--- src/rtl/timer_countdown_param.sv ---
// BCD mm:ss countdown: keypad digits shift in, one decrement per tick, all outputs registered except zero.
// Strobes act in the cycle they appear (no backpressure); TIMER_ALARM_EN adds an alarm held ALARM_TICKS ticks after done.
module timer_countdown_param #(
  parameter int MIN_DIGITS  = 1,
  parameter int ALARM_TICKS = 3
) (
  input  logic                    clk,
  input  logic                    clear,
  input  logic [3:0]              data,
  input  logic                    digit_vld,
  input  logic                    start,
  input  logic                    stop,
  input  logic                    tick,
  output logic [3:0]              so,
  output logic [3:0]              st,
  output logic [4*MIN_DIGITS-1:0] min,
  output logic                    zero,
  output logic                    running,
  output logic                    done,
  output logic                    alarm
);

  typedef enum logic [1:0] {S_IDLE, S_RUN, S_PAUSE, S_DONE} state_t;

  state_t                     r_state, w_nxt_state;
  logic [3:0]                 r_so, r_st;
  logic [3:0]                 w_nxt_so, w_nxt_st;
  logic [3:0]                 w_dec_so, w_dec_st;
  logic [MIN_DIGITS-1:0][3:0] r_min, w_nxt_min, w_dec_min, w_shf_min;
  logic                       r_running, r_done, w_nxt_done;
  logic                       w_is_one, w_key_ok;

  assign zero     = (r_so == 4'd0) && (r_st == 4'd0) && (r_min == '0);
  assign w_is_one = (r_so == 4'd1) && (r_st == 4'd0) && (r_min == '0);
  // A key is refused when it would push a units digit above 5 into the tens place.
  assign w_key_ok = digit_vld && (data <= 4'd9) && (r_so <= 4'd5);

  always_comb begin : p_dec
    logic w_borrow;
    w_dec_so = (r_so == 4'd0) ? 4'd9 : r_so - 4'd1;
    w_borrow = (r_so == 4'd0);
    w_dec_st = r_st;
    if (w_borrow) begin
      w_dec_st = (r_st == 4'd0) ? 4'd5 : r_st - 4'd1;
      w_borrow = (r_st == 4'd0);
    end
    w_dec_min = r_min;
    for (int i = 0; i < MIN_DIGITS; i++) begin
      if (w_borrow) begin
        w_dec_min[i] = (r_min[i] == 4'd0) ? 4'd9 : r_min[i] - 4'd1;
        w_borrow     = (r_min[i] == 4'd0);
      end
    end
  end

  always_comb begin
    w_shf_min    = r_min;
    w_shf_min[0] = r_st;
    for (int i = 1; i < MIN_DIGITS; i++) begin
      w_shf_min[i] = r_min[i-1];
    end
  end

  always_comb begin
    w_nxt_state = r_state;
    w_nxt_so    = r_so;
    w_nxt_st    = r_st;
    w_nxt_min   = r_min;
    w_nxt_done  = 1'b0;
    unique case (r_state)
      S_IDLE: begin
        if (stop) begin
          w_nxt_so  = 4'd0;
          w_nxt_st  = 4'd0;
          w_nxt_min = '0;
        end else if (start && !zero) begin
          w_nxt_state = S_RUN;
        end else if (w_key_ok) begin
          w_nxt_so  = data;
          w_nxt_st  = r_so;
          w_nxt_min = w_shf_min;
        end
      end
      S_RUN: begin
        if (stop) begin
          w_nxt_state = S_PAUSE;
        end else if (tick && !zero) begin
          w_nxt_so  = w_dec_so;
          w_nxt_st  = w_dec_st;
          w_nxt_min = w_dec_min;
          if (w_is_one) begin
            w_nxt_state = S_DONE;
            w_nxt_done  = 1'b1;
          end
        end
      end
      S_PAUSE: begin
        if (stop) begin
          w_nxt_state = S_IDLE;
          w_nxt_so    = 4'd0;
          w_nxt_st    = 4'd0;
          w_nxt_min   = '0;
        end else if (start) begin
          w_nxt_state = S_RUN;
        end
      end
      S_DONE: begin
        if (start || stop) begin
          w_nxt_state = S_IDLE;
        end
      end
      default: w_nxt_state = S_IDLE;
    endcase
  end

  always_ff @(posedge clk or posedge clear) begin
    if (clear) begin
      r_state   <= S_IDLE;
      r_so      <= 4'd0;
      r_st      <= 4'd0;
      r_min     <= '0;
      r_running <= 1'b0;
      r_done    <= 1'b0;
    end else begin
      r_state   <= w_nxt_state;
      r_so      <= w_nxt_so;
      r_st      <= w_nxt_st;
      r_min     <= w_nxt_min;
      r_running <= (w_nxt_state == S_RUN);
      r_done    <= w_nxt_done;
    end
  end

  assign so      = r_so;
  assign st      = r_st;
  assign min     = r_min;
  assign running = r_running;
  assign done    = r_done;

`ifdef TIMER_ALARM_EN
  localparam int ACW = $clog2(ALARM_TICKS + 1);

  logic [ACW-1:0] r_alarm_cnt;
  logic           r_alarm;

  always_ff @(posedge clk or posedge clear) begin
    if (clear) begin
      r_alarm     <= 1'b0;
      r_alarm_cnt <= '0;
    end else if (w_nxt_done) begin
      r_alarm     <= 1'b1;
      r_alarm_cnt <= '0;
    end else if (r_alarm) begin
      if (start || stop) begin
        r_alarm <= 1'b0;
      end else if (tick) begin
        if (r_alarm_cnt == ACW'(ALARM_TICKS - 1)) begin
          r_alarm <= 1'b0;
        end
        r_alarm_cnt <= r_alarm_cnt + 1'b1;
      end
    end
  end

  assign alarm = r_alarm;
`else
  assign alarm = 1'b0;
`endif

endmodule

--- config.mk ---
export PLATFORM = sky130hd
export DESIGN_NAME = timer_countdown_param
export DESIGN_NICKNAME = d
export VERILOG_FILES = /design/src/rtl/timer_countdown_param.sv
export SDC_FILE = /design/constraint.sdc
export NUM_CORES = 1
export LEC_CHECK = 0
export ABC_AREA = 0
export BUFFER_PORTS_ARGS = -buffer_cell sky130_fd_sc_hd__buf_2
export CAP_MARGIN = 15
export CORE_UTILIZATION = 51
export CTS_BUF_LIST = sky130_fd_sc_hd__clkbuf_2 sky130_fd_sc_hd__clkbuf_4 sky130_fd_sc_hd__clkbuf_8
export DETAILED_ROUTE_END_ITERATION = 8
export GPL_TIMING_DRIVEN = 0
export PLACE_DENSITY = 0.78
export SLEW_MARGIN = 40
export SYNTH_ARGS = -nofsm -noshare
export SYNTH_HDL_FRONTEND = slang
export SYNTH_SLANG_ARGS = --single-unit
--- constraint.sdc ---
create_clock -name clk -period 2.35 [get_ports clk]
set_input_delay 0.235 -clock clk [delete_from_list [all_inputs] [get_ports clk]]
set_output_delay 0.235 -clock clk [all_outputs]
set_load 0.1 [all_outputs]
==> summary.md, run 1 <==
| Metric | Value |
|---|---|
| Register Area | 430 sq um |
| WP data required | 2540 ps |
| Global-route wire length before repair | 5.11 mm |
| Layout Skew | 6.93 ps |
| Setup crit end | st[3] |
| Mapped Nets | 157 |
| Layout cells sized above 1 | 48.9% |
| CTS Buffer Depth | 2 |
| Cells after synthesis | 136 |
| WP data arrival | 2610 ps |
| Predominant post-synthesis flop cell | dfrtp_1 |
| Total CTS buffers | 3 |
| Setup violators final | 3 |
| Core Util, Final | 76.0% |
| Die area | 2630 sq um |
| Root Driver | clkbuf_4 |
| DR WL/cell | 15.8 um |
| Crit path capture type | flip-flop |
| EDFF count, synth | 0 |
| Non-Filler Instances | 212 |
| I/O pin count | 26 |
| Register bit total from synthesis | 16 |
| Slew margin rel. | 58.2% |
| WL final | 3.34 mm |
| Status | finished with violations |
| Area share of the largest cell type after synthesis | 32.4% |
| Post-synthesis mux area share | 2.53% |
| Die Wd | 51.2 um |
| RePlAce Congestion | 0.856 |
| Setup CP Type | flip-flop to flip-flop |
| Initial Utilization | 54.8% |
| Vias/cell | 5.91 |
| Synth area leader | dfrtp_1 |
| Remaining antenna violation count after routing | 0 |
| Crit path launch | st[0] |
| Synth cell types | 39 |
| Routed via count | 1253 |
| Clk slew on worst S/H paths | 110 ps |
| # nets final | 206 |
| CP Launch Type | flip-flop |
| GRT overflow | 0 |
| Place WS | -175 ps |
| Complex-gate fraction of the synthesized area | 27.7% |
| Total GRT Usage | 26.4% |
| Worst R2R Setup Slack | -80 ps |
| R2R Path Start | st[0] |
| Hold WC Path Type | input pin to asynchronous set/reset pin |
| Iter 0 DRT Violations | 49 |
| Reg-to-Reg End | st[3] |
| Measured slew at the worst slew-check pin | 626 ps |
| Initial antenna violation count | 0 |
| Final Hold Vio Count | 0 |
| Row count | 17 |
| Antenna Cells | 0 |
| Placed wire-length estimate | 2.16 mm |
| Crit-path max FO | 5 |
| H-tree Lvls | 1 |
| Simple-gate share of the synthesized area | 16.9% |
| DRC errors left | 0 |
| Final Worst Setup Slack | -78.2 ps |
| Pre-antenna DRT Iters | 4 |
| RSZ-0062 raised after global routing | yes |
| Hold-fix buffers at CTS | 0 |
| Largest net degree at the start of global routing | 17 |
| Final worst path period need | 2430 ps |
| Slew Viols, Final | 0 |
| Syn_area_per_cell | 9.09 sq um |
| # port buffers | 24 |
| Sequential share of the synthesized area | 32.4% |
| CTS tree | built |
| Placed cells | 188 |
| Post-Syn Area | 1240 sq um |
| Post-synthesis xor/xnor area fraction | 1.42% |
| Worst-Skew Late Latency | 290 ps |
| Synth warnings | 0 |
| Max cap viols | 0 |
| Fmax | 412 MHz |
| Area delta synth->final | 38.7% |
| Asr flop ratio synth | 100% |
| Chip height | 51.2 um |
| Reg2reg path depth | 7 |
| Number of global-route vias before repair | 1165 |
| Core Footprint | 2250 sq um |
| Fillers | 157 |
| Tcrit/Tclk final | 103% |
| Largest family of logic cells by synthesized area | compound AO/OA/AOI/OAI gates |
| Clk sinks | 16 |
| Violated checks | setup timing |
| Post-synthesis adder-cell area fraction | 11.1% |
| Area of the multi-input gates | 825 sq um |
| Synth top area cells | dfrtp_1 (32%), ha_1 (11%), a21oi_1 (7.3%) |
-- how the worst min path moves through the flow --
| stage | endpoint | cells past startpoint | startpoint | slack [ps] |
|---|---|---|---|---|
| 2_1_floorplan | done | 1 | clear | 150 |
| 3_3_place_gp | done | 2 | clear | 330 |
| 4_1_cts | min[0] | 2 | clear | 30 |
| 6_report | min[0] | 2 | clear | 5 |
| 3_5_place_dp | running | 2 | clear | 340 |
| 5_1_grt | min[1] | 2 | clear | 60 |
-- worst max-delay path: stages (launching register included) --
cell and delay (ps):
dfrtp_4 500, inv_4 80, ha_4 110, or3b_4 420, or3_4 450, o2111ai_4 300
a21o_4 160, mux2_4 300
-- cell families (layout without fill, tap and decap cells) --
logic type,after synthesis,count (layout)
flip-flops,16,16
multiplexers,3,3
adder cells (fa/ha/maj),11,11
XOR/XNOR,2,2
other,1,1
AND/OR/NAND/NOR,36,36
AO/OA/AOI/OAI,48,48
buffers and inverters,19,67
-- registers in the layout, indices dropped and copies added, names as in the netlist --
register	count
done	1
st	4
min	4
r_state	2
running	1
so	4
-- through the flow --
stage | hold WS, ps | setup TNS, ps | cell area, sq um
2_1_floorplan | 148 | -1450 | 1280
3_3_place_gp | 331 | -534 | 1440
3_5_place_dp | 342 | -992 | 1440
4_1_cts | 26.9 | -190 | 1620
5_1_grt | 56.8 | -324 | 1710
6_report | 5.17 | -125 | 1710
-- layer usage --
layer	track usage, %	vias up	share of wire (%)
met5	0	-	0
met4	7.21	0	1.9
met3	3.27	8	6.9
met2	49.1	67	50
met1	31.7	592	41
li1	-	586	-
-- layout by cell type (no fill, tap or decap), types with 2 or more instances in the layout --
master | synthesis | final
a2111oi_2 | 0 | 2
nor3b_1 | 3 | 2
a21oi_1 | 18 | 18
inv_1 | 13 | 6
a211oi_1 | 3 | 2
dfrtp_1 | 16 | 4
nand2_1 | 3 | 3
or3b_4 | 0 | 3
nand3_1 | 3 | 3
ha_1 | 11 | 8
ha_4 | 0 | 3
clkbuf_4 | 0 | 4
buf_2 | 0 | 23
dfrtp_4 | 0 | 6
o21ai_0 | 11 | 9
buf_4 | 2 | 23
inv_4 | 0 | 6
o31ai_1 | 4 | 4
o21ai_1 | 0 | 2
nor2b_1 | 2 | 2
mux2i_1 | 2 | 2
nor3_1 | 3 | 3
dfrtp_2 | 0 | 6
nor2_1 | 11 | 11
xnor2_1 | 2 | 2
clkbuf_1 | 2 | 2
-- cell type report --
class	count	share of cell area [%]
Buffer	4	1.53
Sequential cell	16	25.1
Inverter	13	3.94
Tap cell	28	2.04
Timing Repair Buffer	46	17.5
Multi-Input combinational cell	101	48.1
Clock buffer	4	1.75
-- what timing repair did --
action | in CTS | in global routing
buffers inserted | 16 | 6
pin swaps | 5 | 2
setup endpoints to repair | 14 | 14
gates resized for setup | 13 | 14
-- Yosys cell counts, types with 2 or more instances --
cell type	n
o31ai_1	4
or3b_2	3
nand3_1	3
clkbuf_1	2
a2111oi_0	2
nor4_1	2
o21ai_0	11
nor2_1	11
nor3_1	3
dfrtp_1	16
a21oi_1	18
nand2_1	3
nor3b_1	3
a211oi_1	3
buf_4	2
mux2i_1	2
inv_1	13
nor2b_1	2
ha_1	11
xnor2_1	2
buf_6	2
Power of run 1 is not shown: default switching activity piles up to over one toggle a cycle in this logic, so the estimate is an artifact.
==> run 2, diff against run 1 <==
--- a/config.mk
+++ b/config.mk
@@ -8,11 +8,10 @@
 export ABC_AREA = 0
 export BUFFER_PORTS_ARGS = -buffer_cell sky130_fd_sc_hd__buf_2
 export CAP_MARGIN = 15
-export CORE_UTILIZATION = 51
-export CTS_BUF_LIST = sky130_fd_sc_hd__clkbuf_2 sky130_fd_sc_hd__clkbuf_4 sky130_fd_sc_hd__clkbuf_8
+export CORE_UTILIZATION = 49
 export DETAILED_ROUTE_END_ITERATION = 8
 export GPL_TIMING_DRIVEN = 0
-export PLACE_DENSITY = 0.78
+export PLACE_DENSITY = 0.76
 export SLEW_MARGIN = 40
 export SYNTH_ARGS = -nofsm -noshare
 export SYNTH_HDL_FRONTEND = slang
==> run 2 against run 1 <==
Effect of this change:
- the flow finishes with violations (hold timing, setup timing)
- fmax is 1.6% higher
- sequential share of layout area is 0.66 points higher
- die area is 3.9% higher
- non-clock buffer count is 4 lower
- global-route usage is 0.12 points lower
- sequential cell count stayed put
- worst hold slack worse by 7.4 ps
- setup slack better by 39 ps
- utilization is 3.1 points lower
- cell count is 1.9% lower
- critical endpoint unchanged
- largest cell class unchanged
==> summary.md, run 2 (synthesis results as in run 1) <==
| Metric | Value |
|---|---|
| Hold-fix buffers at CTS | 0 |
| Layout Skew | 2.13 ps |
| Initial Utilization | 53.8% |
| Layout cells sized above 1 | 47.8% |
| Vias/cell | 5.83 |
| Commonest non-fill, non-tap cell in the layout | buf_2 |
| Setup violators final | 4 |
| # port buffers | 24 |
| # nets final | 202 |
| Hold WC Path Type | input pin to asynchronous set/reset pin |
| Clk sinks | 16 |
| Slew Viols, Final | 0 |
| Routed via count | 1212 |
| Worst-Skew Late Latency | 290 ps |
| Antenna Cells | 0 |
| CTS tree | built |
| WP data required | 2530 ps |
| Violated checks | hold timing, setup timing |
| DR WL/cell | 15.0 um |
| Crit path largest cell delay | 500 ps |
| Crit path cell chain | inv_4 -> ha_4 -> or3b_4 -> or3_4 -> o2111ai_4 -> a21o_4 -> mux2_4 |
| Root Driver | clkbuf_4 |
| RSZ-0062 raised after global routing | yes |
| Die area | 2730 sq um |
| CTS Buffer Depth | 2 |
| Core Footprint | 2300 sq um |
| Slowest CP cell | dfrtp_4 |
| DRC errors left | 0 |
| Buffers & Inverters on Critical Path | 1 |
| Tcrit/Tclk final | 102% |
| WP data arrival | 2570 ps |
| Largest net degree at the start of global routing | 17 |
| Most frequent cells in the layout | buf_2 (23), buf_4 (18), a21oi_1 (18) |
| Row count | 17 |
| Fmax | 419 MHz |
| CP Launch Type | flip-flop |
| Final worst path period need | 2390 ps |
| Initial antenna violation count | 0 |
| Final Hold Vio Count | 11 |
| Crit-path max FO | 4 |
| Slew margin rel. | 59.5% |
| Number of global-route vias before repair | 1161 |
| Final Hold Slack | -2.20 ps |
| Global-route wire length before repair | 5.24 mm |
| Placed cells | 188 |
| Max cap viols | 0 |
| Setup CP Type | flip-flop to flip-flop |
| GRT overflow | 0 |
| Remaining antenna violation count after routing | 0 |
| Final Worst Setup Slack | -39.0 ps |
| Crit path capture type | flip-flop |
| I/O pin count | 26 |
| Pre-antenna DRT Iters | 4 |
| Total GRT Usage | 26.3% |
| Non-Filler Instances | 208 |
| Die Wd | 52.2 um |
| Clk slew on worst S/H paths | 100 ps |
| Chip height | 52.2 um |
| Fillers | 181 |
| Measured slew at the worst slew-check pin | 607 ps |
| Status | finished with violations |
| WL final | 3.12 mm |
| Iter 0 DRT Violations | 33 |
| RePlAce Congestion | 0.810 |
| H-tree Lvls | 1 |
| Placed wire-length estimate | 2.12 mm |
| Area delta synth->final | 35.5% |
| Largest delay share family, worst path | simple AND/OR/NAND/NOR gates |
| Total CTS buffers | 3 |
==> run 2: cell type report <==
| type | instances | area, sq um | area share (%) |
|---|---|---|---|
| inverters | 13 | 67.6 | 4.03 |
| well taps | 28 | 35.0 | 2.09 |
| multi-input cells | 101 | 815 | 48.6 |
| plain buffers | 4 | 22.5 | 1.34 |
| repair buffers | 42 | 278 | 16.6 |
| clock buffers | 4 | 26.3 | 1.57 |
| flip-flops and latches | 16 | 432 | 25.8 |
==> run 2: path summary, 6_finish.rpt <==
kind / start / end / slack [ps] / cells after the start
max reg2reg: min[0] / st[3] / -40 / 7
min reg2reg: so[3] / so[3] / 590 / 2
min in group clk: stop / done / 220 / 2
min: clear / min[0] / -2 / 2
max: min[0] / st[3] / -40 / 7
max in group asynchronous: clear / so[1] / 1910 / 2
==> run 2: repair_timing <==
action	CTS	global route
pin swaps	4	4
setup endpoints to repair	14	15
setup buffers	16	2
resized for setup	11	15
==> run 2: worst register-to-register path, stage by stage (launching register included) <==
cell	delay, ps
dfrtp_4	500
inv_4	80
ha_4	120
or3b_4	420
or3_4	450
o2111ai_4	270
a21o_4	160
mux2_4	300
==> run 2: through the flow <==
stage | hold WS, ps | instance area [sq um] | util [%] | TNS [ps] | setup slack [ps]
2_1_floorplan | 148 | 1280 | - | -1450 | -250
3_5_place_dp | 340 | 1440 | 62.5 | -1080 | -186
3_3_place_gp | 329 | 1440 | 62.5 | -490 | -144
5_1_grt | 35.4 | 1680 | 72.9 | -852 | -114
6_report | -2.20 | 1680 | 72.9 | -52.8 | -39.0
4_1_cts | 24.8 | 1610 | 70.1 | -141 | -50.8
==> run 2: per-layer routing <==
layer | GRT usage [%] | vias up | share of wire [%]
li1 | - | 578 | -
met1 | 32.4 | 577 | 42
met2 | 45.9 | 52 | 51
met3 | 2.90 | 5 | 5.7
met4 | 11.4 | 0 | 0.83
met5 | 0 | - | 0
Power of run 2 is left out for the same reason.
==> run 3, diff against run 2 <==
--- a/config.mk
+++ b/config.mk
@@ -8,6 +8,7 @@
 export ABC_AREA = 0
 export BUFFER_PORTS_ARGS = -buffer_cell sky130_fd_sc_hd__buf_2
 export CAP_MARGIN = 15
+export CORE_ASPECT_RATIO = 1.75
 export CORE_UTILIZATION = 49
 export DETAILED_ROUTE_END_ITERATION = 8
 export GPL_TIMING_DRIVEN = 0
==> run 3 against run 2 <==
Effect of this change:
- the flow finishes with violations (setup timing)
- die area is 0.30% higher
- utilization is 1.1 points higher
- cell count up 0.48%
- register-to-register slack got worse by 30 ps
- via count up 5.3%
- first-iteration DRC count increased by 18%
- final area grew 3.0%
- critical path type unchanged
- critical endpoint unchanged
==> summary.md, run 3 (synthesis results as in run 1) <==
| Metric | Value |
|---|---|
| Setup crit end | st[3] |
| Die area | 2740 sq um |
| Slowest CP cell | dfrtp_4 |
| Area delta synth->final | 39.6% |
| Final worst path period need | 2410 ps |
| Clk sinks | 16 |
| Max cap viols | 0 |
| Clk slew on worst S/H paths | 70 ps |
| CTS Buffer Depth | 2 |
| Worst R2R Setup Slack | -60 ps |
| Tcrit/Tclk final | 103% |
| Fillers | 167 |
| # nets final | 206 |
| Total GRT Usage | 26.8% |
| Largest delay share family, worst path | simple AND/OR/NAND/NOR gates |
| Slew margin rel. | 58.9% |
| Status | finished with violations |
| Fmax | 414 MHz |
| DR WL/cell | 16.7 um |
| Global-route wire length before repair | 5.13 mm |
| Root Driver | clkbuf_8 |
| Setup TNS | -95.3 ps |
| Antenna Cells | 0 |
| Measured slew at the worst slew-check pin | 616 ps |
| CP Launch Type | flip-flop |
| Layout Skew | 3.55 ps |
| Most frequent cells in the layout | buf_4 (23), buf_2 (23), a21oi_1 (18) |
| Initial antenna violation count | 0 |
| Final Worst Setup Slack | -64.6 ps |
| Setup violators final | 4 |
| Routed via count | 1276 |
| Total CTS buffers | 3 |
| Crit path capture type | flip-flop |
| Reg2reg path depth | 7 |
| WP data required | 2490 ps |
| H-tree Lvls | 1 |
| R2R Path Start | st[1] |
| Slew Viols, Final | 0 |
| CTS tree | built |
| Initial Utilization | 53.0% |
| Crit path launch | st[1] |
| GRT overflow | 0 |
| RSZ-0062 raised after global routing | yes |
| Reg-to-Reg End | st[3] |
| Vias/cell | 6.11 |
| Largest net degree at the start of global routing | 17 |
| Layout cells sized above 1 | 47.8% |
| Row count | 23 |
| Final Hold Vio Count | 0 |
| # port buffers | 24 |
| Hold WC Path Type | input pin to asynchronous set/reset pin |
| Crit-path max FO | 7 |
| Violated checks | setup timing |
| Placed wire-length estimate | 2.16 mm |
| WP data arrival | 2560 ps |
| DRC errors left | 0 |
| Crit path cell chain | inv_4 -> ha_4 -> or3b_4 -> or3_4 -> o2111ai_4 -> a21o_4 -> mux2_4 |
| Setup CP Type | flip-flop to flip-flop |
| I/O pin count | 26 |
| WL final | 3.49 mm |
| Buffers & Inverters on Critical Path | 1 |
| Place WS | -180 ps |
| Remaining antenna violation count after routing | 0 |
| Number of global-route vias before repair | 1220 |
| Core Footprint | 2330 sq um |
| Die Wd | 40.0 um |
| Pre-antenna DRT Iters | 4 |
| Iter 0 DRT Violations | 39 |
| RePlAce Congestion | 0.824 |
| Worst-Skew Late Latency | 260 ps |
| Crit. path cell count | 7 |
| Crit path largest cell delay | 490 ps |
| Chip height | 68.4 um |
[run 3: cell count changes in the layout (fill, tap and decap cells not counted), moves of 3 or more]
cell,delta
o21ai_0,-4
clkbuf_8,+4
buf_4,+5
o21ai_1,+4
clkbuf_4,-3
[run 3: worst min path at each step]
stage | slack (ps) | endpoint | cells after the start
after CTS | 70 | r_state[0] | 2
after global routing | 110 | running | 2
after global placement | 340 | done | 2
after floorplan | 150 | done | 1
final | 40 | r_state[1] | 2
after detailed placement | 340 | running | 2
[run 3: per-layer routing]
layer,vias up,part of all wire (%),track usage (%)
li1,592,-,-
met3,8,4.0,2.92
met5,-,0,0
met1,626,39,28.2
met4,0,1.9,16.4
met2,50,55,47.4
[run 3: final cells by class]
type | count | area (sq um) | area share [%]
multi-input combinational | 101 | 815 | 47.2
inverter | 13 | 67.6 | 3.92
clock buffer | 4 | 55.1 | 3.19
tap | 25 | 31.3 | 1.81
sequential | 16 | 430 | 24.9
timing repair buffer | 46 | 300 | 17.4
buffer | 4 | 26.3 | 1.52
[run 3: stage by stage]
| step | hold slack, ps | std cells | area [sq um] | utilization [%] |
|---|---|---|---|---|
| global route | 112 | 209 | 1730 | 74.0 |
| global placement | 339 | 185 | 1430 | 61.5 |
| floorplan | 148 | 136 | 1280 | - |
| finish | 43.5 | 209 | 1730 | 74.0 |
| CTS | 67.7 | 203 | 1630 | 69.9 |
| detailed placement | 340 | 185 | 1430 | 61.5 |
[run 3: timing repair]
action / CTS / global route
resized for setup: 11 / 16
pin swaps: 3 / 3
hold buffers: 0 / 0
hold endpoints to repair: 0 / 0
setup endpoints to repair: 13 / 14
buffers inserted: 14 / 8
Power of run 3 is left out for the same reason.
